--- src/rtl/network_pkg.sv ---
// Shared types for the spike decoder: FSM state encoding and the saturating-count helper.
package network_pkg;

   typedef enum logic [1:0] {
      DEC_IDLE   = 2'd0,
      DEC_ACCUM  = 2'd1,
      DEC_ARGMAX = 2'd2,
      DEC_DONE   = 2'd3
   } dec_state_t;

   // All-ones value for a counter of the given width (saturation ceiling).
   function automatic logic [31:0] count_max(input int unsigned width);
      return (32'd1 << width) - 32'd1;
   endfunction

endpackage

--- src/rtl/spike_decoder_counter.sv ---
// Per-neuron saturating spike counter; clear has priority over increment.
module spike_counter
   import network_pkg::*;
#(
   parameter int COUNT_W = 8
) (
   input  logic               clk,
   input  logic               rst_n,
   input  logic               clear,
   input  logic               inc,
   output logic [COUNT_W-1:0] count
);

   localparam logic [COUNT_W-1:0] CNT_MAX = COUNT_W'(count_max(COUNT_W));

   logic [COUNT_W-1:0] count_q, count_d;

   always_comb begin
      count_d = count_q;
      if (clear) begin
         count_d = '0;
      end else if (inc && (count_q != CNT_MAX)) begin
         count_d = count_q + COUNT_W'(1);
      end
   end

   always_ff @(posedge clk or negedge rst_n) begin
      if (!rst_n) begin
         count_q <= '0;
      end else begin
         count_q <= count_d;
      end
   end

   assign count = count_q;

endmodule

--- src/rtl/spike_decoder.sv ---
// Spike-count classifier: accumulates output-layer spikes over a window, then argmax-scans one neuron per cycle.
// Optional result_tie output enabled by defining SPIKE_DECODER_TIE_FLAG_EN.
//
// state      | meaning
// DEC_IDLE   | waiting for start; counters hold last window
// DEC_ACCUM  | counting spikes, window down-counter running
// DEC_ARGMAX | scanning counters 0..N-1, then one cycle to register the result
// DEC_DONE   | result_valid high, outputs frozen until result_ready
module spike_decoder
   import network_pkg::*;
#(
   parameter int NEURON_COUNT = 10,
   parameter int COUNT_W      = 8,
   parameter int WINDOW_W     = 16
) (
   input  logic                            clk,
   input  logic                            rst_n,
   input  logic                            start,
   input  logic [WINDOW_W-1:0]             window_len,
   input  logic                            neuron_spikes [NEURON_COUNT-1:0],
   output logic                            busy,
   output logic                            result_valid,
   input  logic                            result_ready,
   output logic [$clog2(NEURON_COUNT)-1:0] class_idx,
   output logic [COUNT_W-1:0]              max_count
`ifdef SPIKE_DECODER_TIE_FLAG_EN
   ,
   output logic                            result_tie
`endif
);

   localparam int IDX_W  = $clog2(NEURON_COUNT);
   localparam int SCAN_W = $clog2(NEURON_COUNT + 1);
   localparam logic [SCAN_W-1:0] SCAN_END = SCAN_W'(NEURON_COUNT);

   dec_state_t          state_q, state_d;
   logic [WINDOW_W-1:0] remaining_q, remaining_d;
   logic [SCAN_W-1:0]   scan_q, scan_d;
   logic [COUNT_W-1:0]  run_max_q, run_max_d;
   logic [IDX_W-1:0]    run_idx_q, run_idx_d;
   logic [IDX_W-1:0]    class_idx_q, class_idx_d;
   logic [COUNT_W-1:0]  max_count_q, max_count_d;
`ifdef SPIKE_DECODER_TIE_FLAG_EN
   logic                run_tie_q, run_tie_d;
   logic                result_tie_q, result_tie_d;
`endif

   logic               clear;
   logic               accum;
   logic [COUNT_W-1:0] counts [NEURON_COUNT];
   logic [COUNT_W-1:0] scan_cnt;

   for (genvar g = 0; g < NEURON_COUNT; g++) begin : g_cnt
      spike_counter #(.COUNT_W(COUNT_W)) u_cnt (
         .clk   (clk),
         .rst_n (rst_n),
         .clear (clear),
         .inc   (accum && neuron_spikes[g]),
         .count (counts[g])
      );
   end

   // Compare-based mux keeps the end-of-scan index (== NEURON_COUNT) from reading out of range.
   always_comb begin
      scan_cnt = '0;
      for (int i = 0; i < NEURON_COUNT; i++) begin
         if (scan_q == SCAN_W'(i)) scan_cnt = counts[i];
      end
   end

   always_comb begin
      state_d     = state_q;
      remaining_d = remaining_q;
      scan_d      = scan_q;
      run_max_d   = run_max_q;
      run_idx_d   = run_idx_q;
      class_idx_d = class_idx_q;
      max_count_d = max_count_q;
`ifdef SPIKE_DECODER_TIE_FLAG_EN
      run_tie_d    = run_tie_q;
      result_tie_d = result_tie_q;
`endif
      clear = 1'b0;
      accum = 1'b0;
      case (state_q)
         DEC_IDLE: begin
            if (start) begin
               clear       = 1'b1;
               remaining_d = window_len;
               scan_d      = '0;
               state_d     = (window_len == '0) ? DEC_ARGMAX : DEC_ACCUM;
            end
         end
         DEC_ACCUM: begin
            accum       = 1'b1;
            remaining_d = remaining_q - WINDOW_W'(1);
            if (remaining_q == WINDOW_W'(1)) state_d = DEC_ARGMAX;
         end
         DEC_ARGMAX: begin
            if (scan_q == SCAN_END) begin
               class_idx_d = run_idx_q;
               max_count_d = run_max_q;
`ifdef SPIKE_DECODER_TIE_FLAG_EN
               result_tie_d = run_tie_q;
`endif
               state_d = DEC_DONE;
            end else begin
               scan_d = scan_q + SCAN_W'(1);
               // Neuron 0 seeds the running max; later neurons need a strict win.
               if (scan_q == '0) begin
                  run_max_d = scan_cnt;
                  run_idx_d = '0;
`ifdef SPIKE_DECODER_TIE_FLAG_EN
                  run_tie_d = 1'b0;
`endif
               end else if (scan_cnt > run_max_q) begin
                  run_max_d = scan_cnt;
                  run_idx_d = IDX_W'(scan_q);
`ifdef SPIKE_DECODER_TIE_FLAG_EN
                  run_tie_d = 1'b0;
`endif
               end else if (scan_cnt == run_max_q) begin
`ifdef SPIKE_DECODER_TIE_FLAG_EN
                  run_tie_d = 1'b1;
`endif
               end
            end
         end
         DEC_DONE: begin
            if (result_ready) state_d = DEC_IDLE;
         end
         default: state_d = DEC_IDLE;
      endcase
   end

   always_ff @(posedge clk or negedge rst_n) begin
      if (!rst_n) begin
         state_q     <= DEC_IDLE;
         remaining_q <= '0;
         scan_q      <= '0;
         run_max_q   <= '0;
         run_idx_q   <= '0;
         class_idx_q <= '0;
         max_count_q <= '0;
`ifdef SPIKE_DECODER_TIE_FLAG_EN
         run_tie_q    <= 1'b0;
         result_tie_q <= 1'b0;
`endif
      end else begin
         state_q     <= state_d;
         remaining_q <= remaining_d;
         scan_q      <= scan_d;
         run_max_q   <= run_max_d;
         run_idx_q   <= run_idx_d;
         class_idx_q <= class_idx_d;
         max_count_q <= max_count_d;
`ifdef SPIKE_DECODER_TIE_FLAG_EN
         run_tie_q    <= run_tie_d;
         result_tie_q <= result_tie_d;
`endif
      end
   end

   assign busy         = (state_q != DEC_IDLE);
   assign result_valid = (state_q == DEC_DONE);
   assign class_idx    = class_idx_q;
   assign max_count    = max_count_q;
`ifdef SPIKE_DECODER_TIE_FLAG_EN
   assign result_tie   = result_tie_q;
`endif

endmodule

--- config.mk ---
export PLATFORM = sky130hd
export DESIGN_NAME = spike_decoder
export DESIGN_NICKNAME = d
export VERILOG_FILES = /design/src/rtl/network_pkg.sv /design/src/rtl/spike_decoder_counter.sv /design/src/rtl/spike_decoder.sv
export SDC_FILE = /design/constraint.sdc
export NUM_CORES = 1
export LEC_CHECK = 0
export ABC_CLOCK_PERIOD_IN_PS = 10500
export CORE_MARGIN = 2
export CORE_UTILIZATION = 60
export DETAILED_ROUTE_END_ITERATION = 8
export PLACE_DENSITY = 0.8
export REMOVE_ABC_BUFFERS = 1
export SYNTH_ARGS = -nofsm -noshare
export SYNTH_HDL_FRONTEND = slang
export SYNTH_SLANG_ARGS = --single-unit
--- constraint.sdc ---
create_clock -name clk -period 10.5 [get_ports clk]
set_clock_uncertainty 0.1 [all_clocks]
set_input_delay 2.1 -clock clk [delete_from_list [all_inputs] [get_ports clk]]
set_output_delay 2.1 -clock clk [all_outputs]
set_load 0.02 [all_outputs]
==> results of run 1 <==
final cells by class:
| cell class | count | share of cell area, % |
|---|---|---|
| Clock buffer | 23 | 5.687 |
| Tap cell | 168 | 2.450 |
| Clock inverter | 7 | 0.7291 |
| Inverter | 43 | 1.881 |
| Timing Repair Buffer | 48 | 5.424 |
| Multi-Input combinational cell | 633 | 47.08 |
| Sequential cell | 126 | 36.75 |
metal layers:
metal | GRT usage, % | share of wire, % | routed length (um)
met4 | 9.365 | 1.4 | 241
met3 | 5.596 | 5.4 | 956
met2 | 47.88 | 51 | 8903
met5 | 0 | 0 | 0
met1 | 37.02 | 43 | 7497
kinds of logic after synthesis:
| kind of cell | share of synthesized area [%] |
|---|---|
| AO/OA/AOI/OAI | 14.91 |
| XOR/XNOR | 8.049 |
| adder cells (fa/ha/maj) | 4.833 |
| buffers and inverters | 4.349 |
| flip-flops | 41.99 |
| multiplexers | 4.399 |
| AND/OR/NAND/NOR | 21.46 |
flip-flops by register name, indices dropped and copies added (netlist names):
| name | flops |
|---|---|
| scan_q | 4 |
| remaining_q | 16 |
| state_q | 2 |
| class_idx | 4 |
| run_max_q | 8 |
| g_cnt.u_cnt.count | 80 |
| run_idx_q | 4 |
| max_count | 8 |
where the power goes:
group / internal (mW) / switching (mW) / total, mW / leakage (nW)
clock: 0.345 / 0.201 / 0.546 / 0.274
combinational: 0.234 / 0.226 / 0.459 / 1.81
sequential: 0.614 / 0.192 / 0.806 / 1.58
metrics by stage:
step / setup WS (ps) / util, % / hold slack (ps)
2_1_floorplan: 5802 / - / 375.0
3_3_place_gp: 6130 / 66.30 / 366.8
3_5_place_dp: 5895 / 66.30 / 375.2
4_1_cts: 5866 / 70.85 / 390.9
5_1_grt: 5375 / 70.85 / 404.3
6_report: 5860 / 70.85 / 382.9
layout by cell type (no fill, tap or decap), drive strengths merged, types with 5 or more instances in the layout:
cell	instances
dfrtp	126
nor2	120
nand2	73
xnor2	50
nand3	46
inv	42
clkdlybuf4s50	42
o21ai	42
a21oi	30
ha	29
and3	27
clkbuf	23
nor3	21
nand2b	19
xor2	19
o211ai	16
mux2	16
mux2i	15
nand4	12
a22o	9
a221oi	8
o2111a	8
o2111ai	7
a32o	6
a31oi	6
buf	6
clkinv	6
nor2b	5
a22oi	5
or3	5
cell usage after synthesis, drive strengths merged (9+ instances only):
master | count | share of area, %
o211ai | 16 | 1.6
nor3 | 21 | 1.4
xor2 | 19 | 2.2
o21ai | 42 | 2.8
nand4 | 12 | 1.0
mux2 | 16 | 2.4
a22o | 9 | 1.0
and3 | 27 | 2.2
nand3 | 46 | 3.1
a21oi | 30 | 2.0
buf | 10 | 0.58
dfrtp | 126 | 42
clkbuf | 32 | 1.6
nand2b | 19 | 1.6
xnor2 | 50 | 5.8
inv | 42 | 2.1
mux2i | 15 | 2.0
ha | 29 | 4.8
nand2 | 73 | 3.6
nor2 | 120 | 6.0
worst max-delay path, delay by kind of cell, from the launching register on:
kind                       cells  cell delay [ps]
AOI/OAI and AO/OA              5             1240
adders and majority gates      2             1300
and+or+nand+nor                3              660
muxes                          1              340
buffers and inverters          2              450
DFF                            1              420
path summary, 6_finish.rpt:
kind,startpoint,to,slack (ps),depth (start not counted)
worst max-delay path,scan_q[1]$_DFFE_PN0P_,run_idx_q[2]$_DFFE_PN0P_,5860,13
worst min-delay path,max_count[0]$_DFFE_PN0P_,max_count[0]$_DFFE_PN0P_,380,2
worst max register to register,scan_q[1]$_DFFE_PN0P_,run_idx_q[2]$_DFFE_PN0P_,5860,13
worst min register to register,max_count[0]$_DFFE_PN0P_,max_count[0]$_DFFE_PN0P_,380,2
max in group asynchronous,rst_n,g_cnt[7].u_cnt.count[0]$_DFFE_PN0P_,7300,2
min in group asynchronous,rst_n,g_cnt[5].u_cnt.count[5]$_DFFE_PN0P_,1600,1
==> impl_results.md, run 1 <==
- Fin crit period: 4640 ps
- Row count: 40
- Port Buffer Count: 43
- Max incr delay on CP: roughly 1000 ps
- Core area: 0.01211 mm^2
- CP max stage cell: ha_1
- Via density per instance: 5.990
- Post-Place Cell Area: approximately 0.008 mm^2
- Final ANT Viol Nets: 0
- Vias: roughly 6300
- Post-Synthesis Cells: 844
- CP endpoint kind: flip-flop
- Initial antenna violation count: 0
- Critical path data arrival time: 4840 ps
- First-pass GRT wire length: between 20000 and 30000 um
- Fillers: 946
- Critical path cell sequence: inv_1 -> ha_1 -> nor2_1 -> nand3_1 -> o2111ai_1 -> a32o_1 -> ha_1 -> and3_1 -> o21ai_0 -> a31oi_1 -> o41ai_2 -> buf_4 -> mux2_2
- Crit path kind: flip-flop to flip-flop
- Design Power: 1.812 mW
- Ant. Diodes: 0
- Gpl congestion: 0.9040
- Measured slew at the worst slew-check pin: between 1000 and 1500 ps
- Status: finished, final reports clean
- Placed Cells incl. Taps: between 1000 and 1500
- First DRT Iteration DRCs: 589
- Setup repair bufs after CTS: 0
- Yosys warning count: 0
- Gr usage total: 28.41%
- Routed wire length: around 18000 um
- IO Count: 44
- Tcrit/Tclk final: 44.19%
- Clock Sinks: 126
- Max VDD drop: 160.3 uV
- P&R area growth vs syn: 14.28%
- Initial Util: 61.99%
- TritonRoute pass-1 iters: 6
- Worst Hold Class: flip-flop to flip-flop
- WP data required: 10700 ps
- Final hold vios: 0
- CTS tree: done
- Sequential cell area: 0.003153 mm^2
- Clock transition at path regs: 50 ps
- Final Setup Violations: 0
- Number of gates resized after cts: 0
- Most common cell on crit path: ha_1
- Clk buf depth: 2
- Number of enable flip-flop cells after synthesis: 0
- Ys async rst share: 100.0%
- Die Area: 0.01342 mm^2
- Largest net degree at the start of global routing: 82
- Fin cells: between 1000 and 1500
- GRT overflow: 0
- Vias in the first global route: 6225
- Setup Total Neg Slack: 0 ps
- Slew Viols, Final: 0
- Max cap viols: 0
- Max transition margin: roughly 17%
- Total CTS buffers: 17
- Footprint of the multi-input gates: 0.004040 mm^2
- Crit-path max FO: 42
- Dpl hpwl: 12290 um
- Synthesized area: around 0.0075 mm^2
- Distinct cells, synth: 55
- Layout cells sized above 1: 6.818%
- Synth Area per Inst: 8.896 um^2
- FF+latch count, synth: 126
- Wirelength per Cell: between 15 and 20 um
- Worst Setup Start Kind: flip-flop
- Unrepaired setup endpoints after global routing: false
- Hold_buf cts: 0
- Clock Latency Late Sink: 420 ps
- Sequential fraction of the synthesis area: between 40% and 50%
- Pwr Density: around 210 mW/mm^2
- Root buffer cell: clkbuf_16
- Nets: 928
- Horiz. Die Dim: 115.9 um
- Die Ht: between 100 and 150 um
- H-tree depth: 4
- Drc violations: 0
- Pleak: 3.674 nW
- Post-route cell area: 0.008581 mm^2
- Fmax: between 200 and 250 MHz
- Post-synth top flop: dfrtp_1
(Power assumes the default switching activity.)
==> run 2, diff against run 1 <==
ABC_CLOCK_PERIOD_IN_PS = 4800   (was 10500)
clock period = 4.8 ns   (was 10.5 ns; I/O delays follow)
==> impl_results.md, run 2 (same netlist as run 1, synthesis figures left out) <==
- Status: finished, final reports clean
- Number of gates resized after cts: 0 (unchanged)
- Measured slew at the worst slew-check pin: 1048 ps (-193.6 ps)
- Total CTS buffers: 17 (unchanged)
- Post-route cell area: 0.008638 mm^2 (+0.67%)
- Fillers: 937 (-0.95%)
- Max cap viols: 0 (unchanged)
- Final ANT Viol Nets: 0 (unchanged)
- Die Area: 0.01342 mm^2 (unchanged)
- Core area: 0.01211 mm^2 (unchanged)
- Clock Sinks: 126 (unchanged)
- Fin cells: 1054 (+0.57%)
- Setup repair bufs after CTS: 0 (unchanged)
- Max transition margin: 30.16% (+13 points)
- Max VDD drop: 486.7 uV (+200%)
- Max reg flops: 80 (unchanged)
- Die Ht: 115.9 um (unchanged)
- Worst Hold Class: flip-flop to flip-flop
- Tcrit/Tclk final: 92.57% (+48 points)
- Max incr delay on CP: 700 ps (-310 ps)
- Crit-path max FO: 25 (-40%)
- Worst Setup Start Kind: flip-flop
- Hold_buf cts: 0 (unchanged)
- Footprint of the multi-input gates: 0.004044 mm^2 (about the same)
- Critical path cell sequence: inv_1 -> ha_1 -> buf_4 -> o211ai_1 -> a22o_1 -> a32o_1 -> ha_1 -> nor2b_1 -> o21ai_0 -> a31oi_1 -> o41ai_2 -> buf_4 -> mux2_2
- Drc violations: 0 (unchanged)
- P&R area growth vs syn: 15.05%
- Slew Viols, Final: 0 (unchanged)
- IO Count: 44 (unchanged)
- Horiz. Die Dim: 115.9 um (unchanged)
- Clock Latency Late Sink: 430 ps (about the same)
- First DRT Iteration DRCs: 600 (+1.9%)
- Critical path data arrival time: 4650 ps (-190 ps)
- Most frequent cells in the layout: dfrtp_1, nor2_1, nand2_1, xnor2_1, nand3_1
- Pre-CTS setup slack: 441.4 ps (-5454 ps)
- Post-Place Cell Area: 0.008060 mm^2 (+0.37%)
- Row count: 40 (unchanged)
- GRT overflow: 0 (unchanged)
- Crit path kind: flip-flop to flip-flop
- CP max stage cell: ha_1
- Initial Util: 61.99% (unchanged)
- Gpl congestion: 0.9393 (+3.9%)
- Clock transition at path regs: 60 ps (about the same)
- Largest net degree at the start of global routing: 81 (-1.2%)
- Ant. Diodes: 0 (unchanged)
- Fmax: 225.1 MHz (+4.4%)
- Pwr Density: 463.7 mW/mm^2 (+120%)
- Wirelength per Cell: 17.01 um (+1.3%)
- Pleak: 3.691 nW (+0.47%)
- Initial antenna violation count: 0 (unchanged)
- Via density per instance: 6.052 (+1.0%)
- Placed Cells incl. Taps: 1022 (+0.39%)
- Dpl hpwl: 12490 um (+1.6%)
- Clk buf depth: 2 (unchanged)
- H-tree depth: 4 (unchanged)
- First-pass GRT wire length: 30040 um (+0.53%)
- WP data required: 5010 ps (-5690 ps)
- Final worst slack: 356.8 ps (-5503 ps)
- TritonRoute pass-1 iters: 7 (+1)
- Final Setup Violations: 0 (unchanged)
- Routed wire length: 17930 um (+1.9%)
- Final hold vios: 0 (unchanged)
- Setup Total Neg Slack: 0 ps (unchanged)
- Vias in the first global route: 6227 (+0.032%)
- Unrepaired setup endpoints after global routing: false
- Root buffer cell: clkbuf_16
- Sequential cell area: 0.003153 mm^2 (unchanged)
- Layout cells sized above 1: 7.788% (+0.97 points)
- CP endpoint kind: flip-flop
- Nets: 932 (+0.43%)
- CTS tree: done
- Most common cell after layout, fill and taps aside: dfrtp_1
- Vias: 6379 (+1.6%)
- Port Buffer Count: 43 (unchanged)
- Gr usage total: 28.58% (+0.17 points)
- Fin crit period: 4443 ps (-197.1 ps)
[run 2: per-stage QoR]
stage                     hold WS, ps  power, mW  util, %
after detailed placement        377.9      2.756    66.55
final                           392.3      4.006    71.32
after CTS                       390.1      4.012    71.29
after floorplan                 375.0      2.409        -
after global placement          367.4      2.686    66.55
after global routing            417.1      4.266    71.32
[run 2: critical path, delay by kind of cell, from the launching register on]
family,cells,cell delay [ps]
DFF,1,420
muxes,1,360
buffers and inverters,3,770
and+or+nand+nor,1,140
AOI/OAI and AO/OA,6,1550
adders and majority gates,2,1000
[run 2: area by class of cell]
| class | instances | area share (%) |
|---|---|---|
| Sequential cell | 126 | 36.50 |
| Tap cell | 168 | 2.433 |
| Clock inverter | 14 | 1.564 |
| Timing Repair Buffer | 52 | 5.736 |
| Clock buffer | 18 | 5.084 |
| Inverter | 43 | 1.868 |
| Multi-Input combinational cell | 633 | 46.81 |
[run 2: power breakdown]
group          switching (mW)  total, mW  internal, mW
Clock                   0.510       1.24         0.732
Combinational           0.494       1.01         0.512
Sequential              0.416       1.76          1.34
Total                    1.42       4.01          2.59
[run 2: worst paths after layout]
path	start	to	slack (ps)	cells after the start
worst max-delay path	scan_q[1]$_DFFE_PN0P_	run_idx_q[3]$_DFFE_PN0P_	360	13
worst min-delay path	max_count[1]$_DFFE_PN0P_	max_count[1]$_DFFE_PN0P_	390	2
worst max register to register	scan_q[1]$_DFFE_PN0P_	run_idx_q[3]$_DFFE_PN0P_	360	13
worst min register to register	max_count[1]$_DFFE_PN0P_	max_count[1]$_DFFE_PN0P_	390	2
max in group asynchronous	rst_n	remaining_q[9]$_DFFE_PN0P_	3060	2
min in group asynchronous	rst_n	g_cnt[4].u_cnt.count[3]$_DFFE_PN0P_	610	1
[run 2: routing by layer]
layer	global-route usage (%)	wire length (um)	vias up	part of all wire [%]
li1	-	-	3028	-
met1	37.88	7917	3101	44
met2	46.39	8647	210	48
met3	5.910	949	40	5.3
met4	11.27	411	0	2.3
met5	0	0	-	0
